--- config.mk ---
export PLATFORM = sky130hd
export DESIGN_NAME = shift_add_acc
export DESIGN_NICKNAME = d
export VERILOG_FILES = /design/src/rtl/shift_add_acc.sv
export SDC_FILE = /design/constraint.sdc
export NUM_CORES = 1
export LEC_CHECK = 0
export ABC_AREA = 1
export CAP_MARGIN = 0
export CORE_AREA = 2 2 46 48
export DETAILED_ROUTE_END_ITERATION = 16
export DIE_AREA = 0 0 48 50
export GPL_TIMING_DRIVEN = 0
export PLACE_DENSITY = 0.8
export SYNTH_ARGS = -nofsm -noshare
export SYNTH_HDL_FRONTEND = slang
export SYNTH_SLANG_ARGS = --single-unit
--- constraint.sdc ---
create_clock -name Clk -period 2.8 [get_ports Clk]
set_input_delay 0.56 -clock Clk [delete_from_list [all_inputs] [get_ports Clk]]
set_output_delay 0.56 -clock Clk [all_outputs]
set_load 0.05 [all_outputs]
--- src/rtl/shift_add_acc.sv ---
// Accumulator for the shift-and-add multiplier: load, add or logical right-shift, priority Load > Ad > Sh.
// Optional carry-out flag Co is built only when ACC_CARRY_OUT_EN is defined.
module shift_add_acc #(
  parameter int WIDTH = 9
) (
  input  logic             Clk,
  input  logic             Rst_n,
  input  logic             Load,
  input  logic             Sh,
  input  logic             Ad,
  input  logic [WIDTH-1:0] Entradas,
  output logic [WIDTH-1:0] Saidas
`ifdef ACC_CARRY_OUT_EN
  ,
  output logic             Co
`endif
);

  logic [WIDTH-1:0] acc_q;
  logic [WIDTH-1:0] acc_d;
  logic             acc_en;

`ifdef ACC_CARRY_OUT_EN
  logic [WIDTH:0] sum;
  logic           co_q;
  logic           co_d;

  assign sum = {1'b0, acc_q} + {1'b0, Entradas};
`else
  logic [WIDTH-1:0] sum;

  assign sum = acc_q + Entradas;
`endif

  // Hold is an explicit enable, so idle cycles never look at Entradas.
  always_comb begin
    acc_en = Load | Ad | Sh;
    acc_d  = acc_q;
    if (Load) begin
      acc_d = Entradas;
    end else if (Ad) begin
      acc_d = sum[WIDTH-1:0];
    end else if (Sh) begin
      acc_d = {1'b0, acc_q[WIDTH-1:1]};
    end
  end

  always_ff @(posedge Clk or negedge Rst_n) begin
    if (!Rst_n) begin
      acc_q <= '0;
    end else if (acc_en) begin
      acc_q <= acc_d;
    end
  end

  assign Saidas = acc_q;

`ifdef ACC_CARRY_OUT_EN
  // Only a winning Ad reports a carry; Load and Sh clear it.
  always_comb begin
    co_d = 1'b0;
    if (!Load && Ad) begin
      co_d = sum[WIDTH];
    end
  end

  always_ff @(posedge Clk or negedge Rst_n) begin
    if (!Rst_n) begin
      co_q <= 1'b0;
    end else if (acc_en) begin
      co_q <= co_d;
    end
  end

  assign Co = co_q;
`endif

endmodule

==> metrics.md, run 1 <==
| Metric | Value |
|---|---|
| Postcts setup bufs | `0` |
| R2R Setup Slk | `0.99 ns` |
| Die footprint | `approximately 2400 µm²` |
| Clock skew | `0.00568 ns` |
| CP startpoint kind | `input port` |
| Fillers | `184` |
| Final setup violation count | `0` |
| Post-Syn Area per Cell | `6.55 µm²` |
| Leak | `0.616 nW` |
| Setup WS post-layout | `0.578 ns` |
| Slew HR | `0.666` |
| Internal | `340 µW` |
| CTS Hold Buffers Added | `0` |
| Worst path max stage delay | `0.49 ns` |
| Post-synth ARST share | `1.00` |
| Worst Path Required | `about 3 ns` |
| Endpoints failing hold | `0` |
| Fraction of layout cells with a size suffix above 1 | `0.0714` |
| DRC viols | `0` |
| Hold Crit Class | `flop to flop` |
| Via density per instance | `5.00` |
| Fmax | `450 MHz` |
| Gate power share | `0.566` |
| Switch share | `0.467` |
| Largest net degree at the start of global routing | `11` |
| Yosys reg bits | `9` |
| Worst Path Buf+Inv | `3` |
| Synth top area share | `0.240` |
| Clock sinks | `9` |
| Yosys cell types | `22` |
| HP Start | `Saidas[6]$_DFFE_PN0P_` |
| EDFF count, synth | `0` |
| Clk slew on worst S/H paths | `~0.060 ns` |
| Area of the multi-input gates | `a little under 600 µm²` |
| Via count | `975` |
| Initial Utilization | `0.493` |
| Layout Nets | `192` |
| Sequential share of power | `0.269` |
| Maximum vdd drop | `365 µV` |
| TritonRoute pass-1 iters | `4` |
| Total clock buffers created by CTS | `3` |
| Clock buffer depth | `2` |
| DR iter-0 viols | `18` |
| Vias in the first global route | `951` |
| Sw Pwr | `298 µW` |
| Die width | `between 40 and 50 µm` |
| Hpwl dp | `1900 µm` |
| CTS tree | `yes` |
| Grt total ovfl | `0` |
| Worst-margin pin slew | `0.499 ns` |
| Crit-path cells | `clkdlybuf4s50_1 > ha_1 > inv_1 > fa_1 > inv_1 > nand2_1 > a21oi_1 > nand2_1 > nand2_1 > nand2_1 > nand3_1 > nand2_1` |
| Synth top area cells | `dfrtp_1 (24%), nand2_1 (16%), ha_1 (11%)` |
| Kind of critical path | `input port to flop` |
| WL final | `2350 µm` |
| Slew Limit Fails | `0` |
| Post-Synthesis Cells | `143` |
| Pwr Density | `528 nW/µm²` |
| Final setup TNS | `0 ns` |
| Predominant post-synthesis flop cell | `dfrtp_1` |
| Worst reg2reg startpoint | `Saidas[0]$_DFFE_PN0P_` |
| Register-to-Register Path Depth | `11` |
| IO Pins | `23` |
| Hold endpoint | `Saidas[6]$_DFFE_PN0P_` |
| Clk Latency, worst-skew pair | `0.27 ns` |
| Cell Rows | `16` |
| Synth cell count leaders | `nand2_1 (40), inv_1 (24), nor2_1 (12)` |
| Hold Crit Depth | `2` |
| Most used cell, CP | `nand2_1` |
| Slowest cell on the critical path | `clkdlybuf4s50_1` |
| Worst Path Max Fanout | `3` |
| RSZ-0062 raised after global routing | `no` |
| Max FFs per register | `9` |
| Pre-CTS setup slack | `roughly 0.30 ns` |
| Area growth syn-to-layout | `29.0%` |
| Reg2Reg Capture Point | `Saidas[8]$_DFFE_PN0P_` |
| Gp weighted congestion | `0.963` |
| Port Buf Inserts | `21` |
| Synth area leader | `dfrtp_1` |
| Post-Syn Nets | `166` |
| Initial antenna violation count | `0` |
| WL/cell | `12.1 µm` |
| Mapped Area | `937 µm²` |
| FF+latch area | `225 µm²` |
| Yosys warning count | `0` |
| Total Routing Usage GR | `0.231` |
| Register area share after synthesis | `0.240` |
| Placeable Area | `about 1900 µm²` |
| CTS resizes | `0` |
| H-tree Lvls | `1` |
| Arr. time, crit path | `2.38 ns` |
| Most frequent cell after synthesis | `nand2_1` |
| Share of power burned in the clock network | `0.165` |
| Post-route ant nets | `0` |
| Final min period | `2.22 ns` |
| Status | `complete, no violations` |
| CTS root buf | `clkbuf_4` |
| Crit end category | `flop` |
| First-pass GRT wire length | `3950 µm` |
| Final worst-path cycle share | `0.794` |
| DIE HEIGHT | `50 µm` |
| MaxCap Viol Count | `0` |
| Crit path max-delay family | `buffers and inverters` |
| Number of diodes | `0` |
[power by group through the flow]
stage	clock [mW]	sequential [mW]	combinational [mW]
after floorplan	0	0.244	0.180
after global placement	0	0.173	0.351
after detailed placement	0	0.174	0.359
after CTS	0.107	0.171	0.361
after global routing	0.115	0.175	0.398
final	0.106	0.171	0.361
[metrics by stage]
stage	util	instance area, µm²	power, mW	hold WS (ns)	instances
2_1_floorplan	-	937	0.425	0.264	143
3_3_place_gp	0.621	1180	0.524	0.511	191
3_5_place_dp	0.621	1180	0.533	0.531	191
4_1_cts	0.636	1210	0.640	0.544	195
5_1_grt	0.636	1210	0.688	0.566	195
6_report	0.636	1210	0.638	0.539	195
[kinds of logic after synthesis]
group | after synthesis | share of synthesized area
AND/OR/NAND/NOR | 71 | 0.338
buffers and inverters | 27 | 0.124
AO/OA/AOI/OAI | 25 | 0.151
adder cells (fa/ha/maj) | 9 | 0.128
flip-flops | 9 | 0.240
XOR/XNOR | 2 | 0.0187
[cell type report]
cell class	instances	share of cell area
multi-input combinational	107	0.493
clock buffer	3	0.0186
inverter	25	0.0776
sequential	9	0.186
clock inverter	1	0.00414
buffer	2	0.0186
tap	27	0.0280
timing repair buffer	21	0.174
[worst max-delay path by stage]
stage	start	depth (start not counted)	end	slack (ns)
6_report	Entradas[0]	12	Saidas[8]$_DFFE_PN0P_	0.58
3_3_place_gp	Entradas[0]	12	Saidas[8]$_DFFE_PN0P_	0.33
4_1_cts	Entradas[0]	12	Saidas[8]$_DFFE_PN0P_	0.58
2_1_floorplan	Saidas[0]$_DFFE_PN0P_	11	Saidas[8]$_DFFE_PN0P_	0.79
5_1_grt	Entradas[0]	12	Saidas[8]$_DFFE_PN0P_	0.44
3_5_place_dp	Entradas[0]	12	Saidas[8]$_DFFE_PN0P_	0.30
[tightest hold or removal path: stages, from the launching register on]
cell	delay [ns]
dfrtp_1	0.39
nand2_1	0.07
nand2_1	0.05
[metal layers]
layer	GRT usage	vias to the layer above	share of wire
met2	0.351	20	0.48
met4	0.0991	0	0.017
li1	-	506	-
met3	0.0330	5	0.028
met5	0	-	0
met1	0.317	444	0.47
[layout by cell type (no fill, tap or decap), types with 3 or more instances in the layout]
master,instances
nand2_1,40
inv_1,24
clkdlybuf4s50_1,21
nor2_1,12
nand3_1,10
dfrtp_1,9
o21ai_1,8
ha_1,8
a21oi_1,6
o21ai_0,5
clkbuf_4,3
(Power assumes the default switching activity.)
==> inputs of run 2 (changes only) <==
Settings changed: CORE_AREA 2 2 46 48 to 2 2 50 52, DIE_AREA 0 0 48 50 to 0 0 52 54, PLACE_DENSITY 0.8 to 0.72.
Clock period 2.8 ns to 1.8 ns, I/O delays scaled along.
==> run 2 against run 1 <==
Against the previous run: count of clock-buffer cells in the layout grew 1; cell count rose by 2.1%; clock skew about the same; total power increased by 59%; largest power group unchanged; flip-flop and latch count stayed put; worst hold slack worse by 0.14 ns; design area increased by 4.3%; non-clock buffer count is 1 higher; largest cell class unchanged; core utilization decreased by 9.2 points.
==> metrics.md, run 2 (synthesis results as in run 1) <==
| Metric | Value |
|---|---|
| Total Routing Usage GR | `0.184` |
| Placeable Area | `roughly 2300 µm²` |
| Crit-path cells | `clkdlybuf4s50_1 > ha_1 > or2_1 > nand3_1 > nand2_1 > nand2_1 > nand3_1 > nand2_1 > nand2_1` |
| Tot Pwr | `1.02 mW` |
| Endpoints failing hold | `0` |
| Max FFs per register | `9` |
| Gp weighted congestion | `approximately 0.83` |
| Crit path from | `Entradas[2]` |
| Most frequent cells in the layout | `nand2_1 (39), inv_1 (24), nor2_1 (12)` |
| CP Capture Point | `Saidas[7]$_DFFE_PN0P_` |
| CP startpoint kind | `input port` |
| DIE HEIGHT | `54 µm` |
| Port Buf Inserts | `21` |
| Leak | `0.632 nW` |
| Hpwl dp | `around 1800 µm` |
| FF+latch area | `228 µm²` |
| Fraction of layout cells with a size suffix above 1 | `0.130` |
| WL final | `2330 µm` |
| Initial Utilization | `0.404` |
| Kind of critical path | `input port to flop` |
| Vias in the first global route | `934` |
| Worst reg2reg startpoint | `Saidas[0]$_DFFE_PN0P_` |
| Pre-CTS setup slack | `-0.440 ns` |
| CTS root buf | `clkbuf_4` |
| Fmax | `596 MHz` |
| TritonRoute pass-1 iters | `4` |
| R2R Setup Slk | `0.15 ns` |
| Hold Crit Class | `input port to async pin` |
| Setup WS post-layout | `0.121 ns` |
| Post-route ant nets | `0` |
| Arr. time, crit path | `1.84 ns` |
| CTS tree | `yes` |
| Cell Rows | `18` |
| Die footprint | `2810 µm²` |
| Initial antenna violation count | `0` |
| Final min period | `roughly 1.7 ns` |
| Slew HR | `0.672` |
| Clock sinks | `9` |
| Die width | `52 µm` |
| Pwr Density | `806 nW/µm²` |
| WL/cell | `11.7 µm` |
| Crit end category | `flop` |
| Total clock buffers created by CTS | `3` |
| Worst-margin pin slew | `approximately 0.49 ns` |
| H-tree Lvls | `1` |
| Clk slew on worst S/H paths | `0.07 ns` |
| IO Pins | `23` |
| Fillers | `226` |
| Clk Latency, worst-skew pair | `0.27 ns` |
| Final setup TNS | `0 ns` |
| Final setup violation count | `0` |
| Worst path max stage delay | `approximately 0.42 ns` |
| Slew Limit Fails | `0` |
| Slowest cell on the critical path | `clkdlybuf4s50_1` |
| Via count | `997` |
| MaxCap Viol Count | `0` |
| Largest net degree at the start of global routing | `11` |
| Reg2Reg Capture Point | `Saidas[8]$_DFFE_PN0P_` |
| Worst Path Max Fanout | `3` |
| Register-to-Register Path Depth | `11` |
| Number of diodes | `0` |
| Clock buffer depth | `2` |
| Most used cell, CP | `nand2_1` |
| DR iter-0 viols | `14` |
| Via density per instance | `5.01` |
| First-pass GRT wire length | `3800 µm` |
| Maximum vdd drop | `487 µV` |
| Final worst-path cycle share | `0.933` |
| Commonest non-fill, non-tap cell in the layout | `nand2_1` |
| Area growth syn-to-layout | `34.6%` |
| Worst Path Required | `1.96 ns` |
| Clock skew | `0.00616 ns` |
| Layout Nets | `193` |
| DRC viols | `0` |
| Grt total ovfl | `0` |
| RSZ-0062 raised after global routing | `no` |
| Area of the multi-input gates | `about 650 µm²` |
| Status | `complete, no violations` |
==> run 2: cell count changes in the layout (fill, tap and decap cells not counted), sizes merged <==
cell and delta:
buf +1, clkdlybuf4s50 -11, clkbuf +1, dlygate4sd2 +11
clkinv -1
==> run 2: worst max-delay path: cells and delay by family <==
kind | cells | cell delay, ns
buffers and inverters | 1 | 0.42
adders and majority gates | 1 | 0.35
and+or+nand+nor | 7 | 0.70
==> run 2: worst min-delay path by stage <==
stage | cells after the start | end | slack, ns | start
4_1_cts | 1 | Saidas[3]$_DFFE_PN0P_ | 0.42 | Rst_n
3_5_place_dp | 2 | Saidas[0]$_DFFE_PN0P_ | 0.53 | Saidas[0]$_DFFE_PN0P_
2_1_floorplan | 0 | Saidas[0]$_DFFE_PN0P_ | 0.06 | Rst_n
6_report | 1 | Saidas[3]$_DFFE_PN0P_ | 0.40 | Rst_n
5_1_grt | 1 | Saidas[3]$_DFFE_PN0P_ | 0.44 | Rst_n
3_3_place_gp | 2 | Saidas[0]$_DFFE_PN0P_ | 0.53 | Saidas[0]$_DFFE_PN0P_
==> run 2: what timing repair did <==
action                     CTS  global route
buffers inserted             1             0
hold buffers                 0             0
gates resized for setup     12             5
pin swaps                    1             2
setup endpoints to repair   12             3
==> run 2: report_power, final <==
group | internal, mW | total, mW | leakage [nW] | switching [mW]
Clock | 0.0857 | 0.166 | 0.0150 | 0.0802
Sequential | 0.236 | 0.271 | 0.103 | 0.0350
Combinational | 0.216 | 0.580 | 0.514 | 0.364
Total | 0.537 | 1.02 | 0.632 | 0.479
==> run 2: final cells by class <==
class	count	area share
repair buffers	22	0.162
clock buffers	4	0.0208
well taps	30	0.0298
inverters	25	0.0744
multi-input cells	107	0.515
plain buffers	2	0.0179
flip-flops and latches	9	0.181
==> run 2: stage by stage <==
| step | util | cells | instance area (µm²) | hold slack, ns |
|---|---|---|---|---|
| 2_1_floorplan | - | 143 | 956 | 0.0644 |
| 3_3_place_gp | 0.519 | 194 | 1200 | 0.532 |
| 3_5_place_dp | 0.519 | 194 | 1200 | 0.531 |
| 4_1_cts | 0.529 | 199 | 1230 | 0.417 |
| 5_1_grt | 0.544 | 199 | 1260 | 0.440 |
| 6_report | 0.544 | 199 | 1260 | 0.404 |
==> run 2: per-layer routing <==
layer / vias to the layer above / routed length (µm) / track usage
met2: 29 / 1130 / 0.314
met4: 0 / 38 / 0.0877
met5: - / 0 / 0
met1: 454 / 1080 / 0.232
met3: 6 / 80 / 0.0194
li1: 508 / - / -
==> inputs of run 3 (changes only) <==
Settings changed: SLEW_MARGIN set to 20.
==> results of run 3 <==
Same layout as run 2: the final DEF is identical, and so are final timing and power.
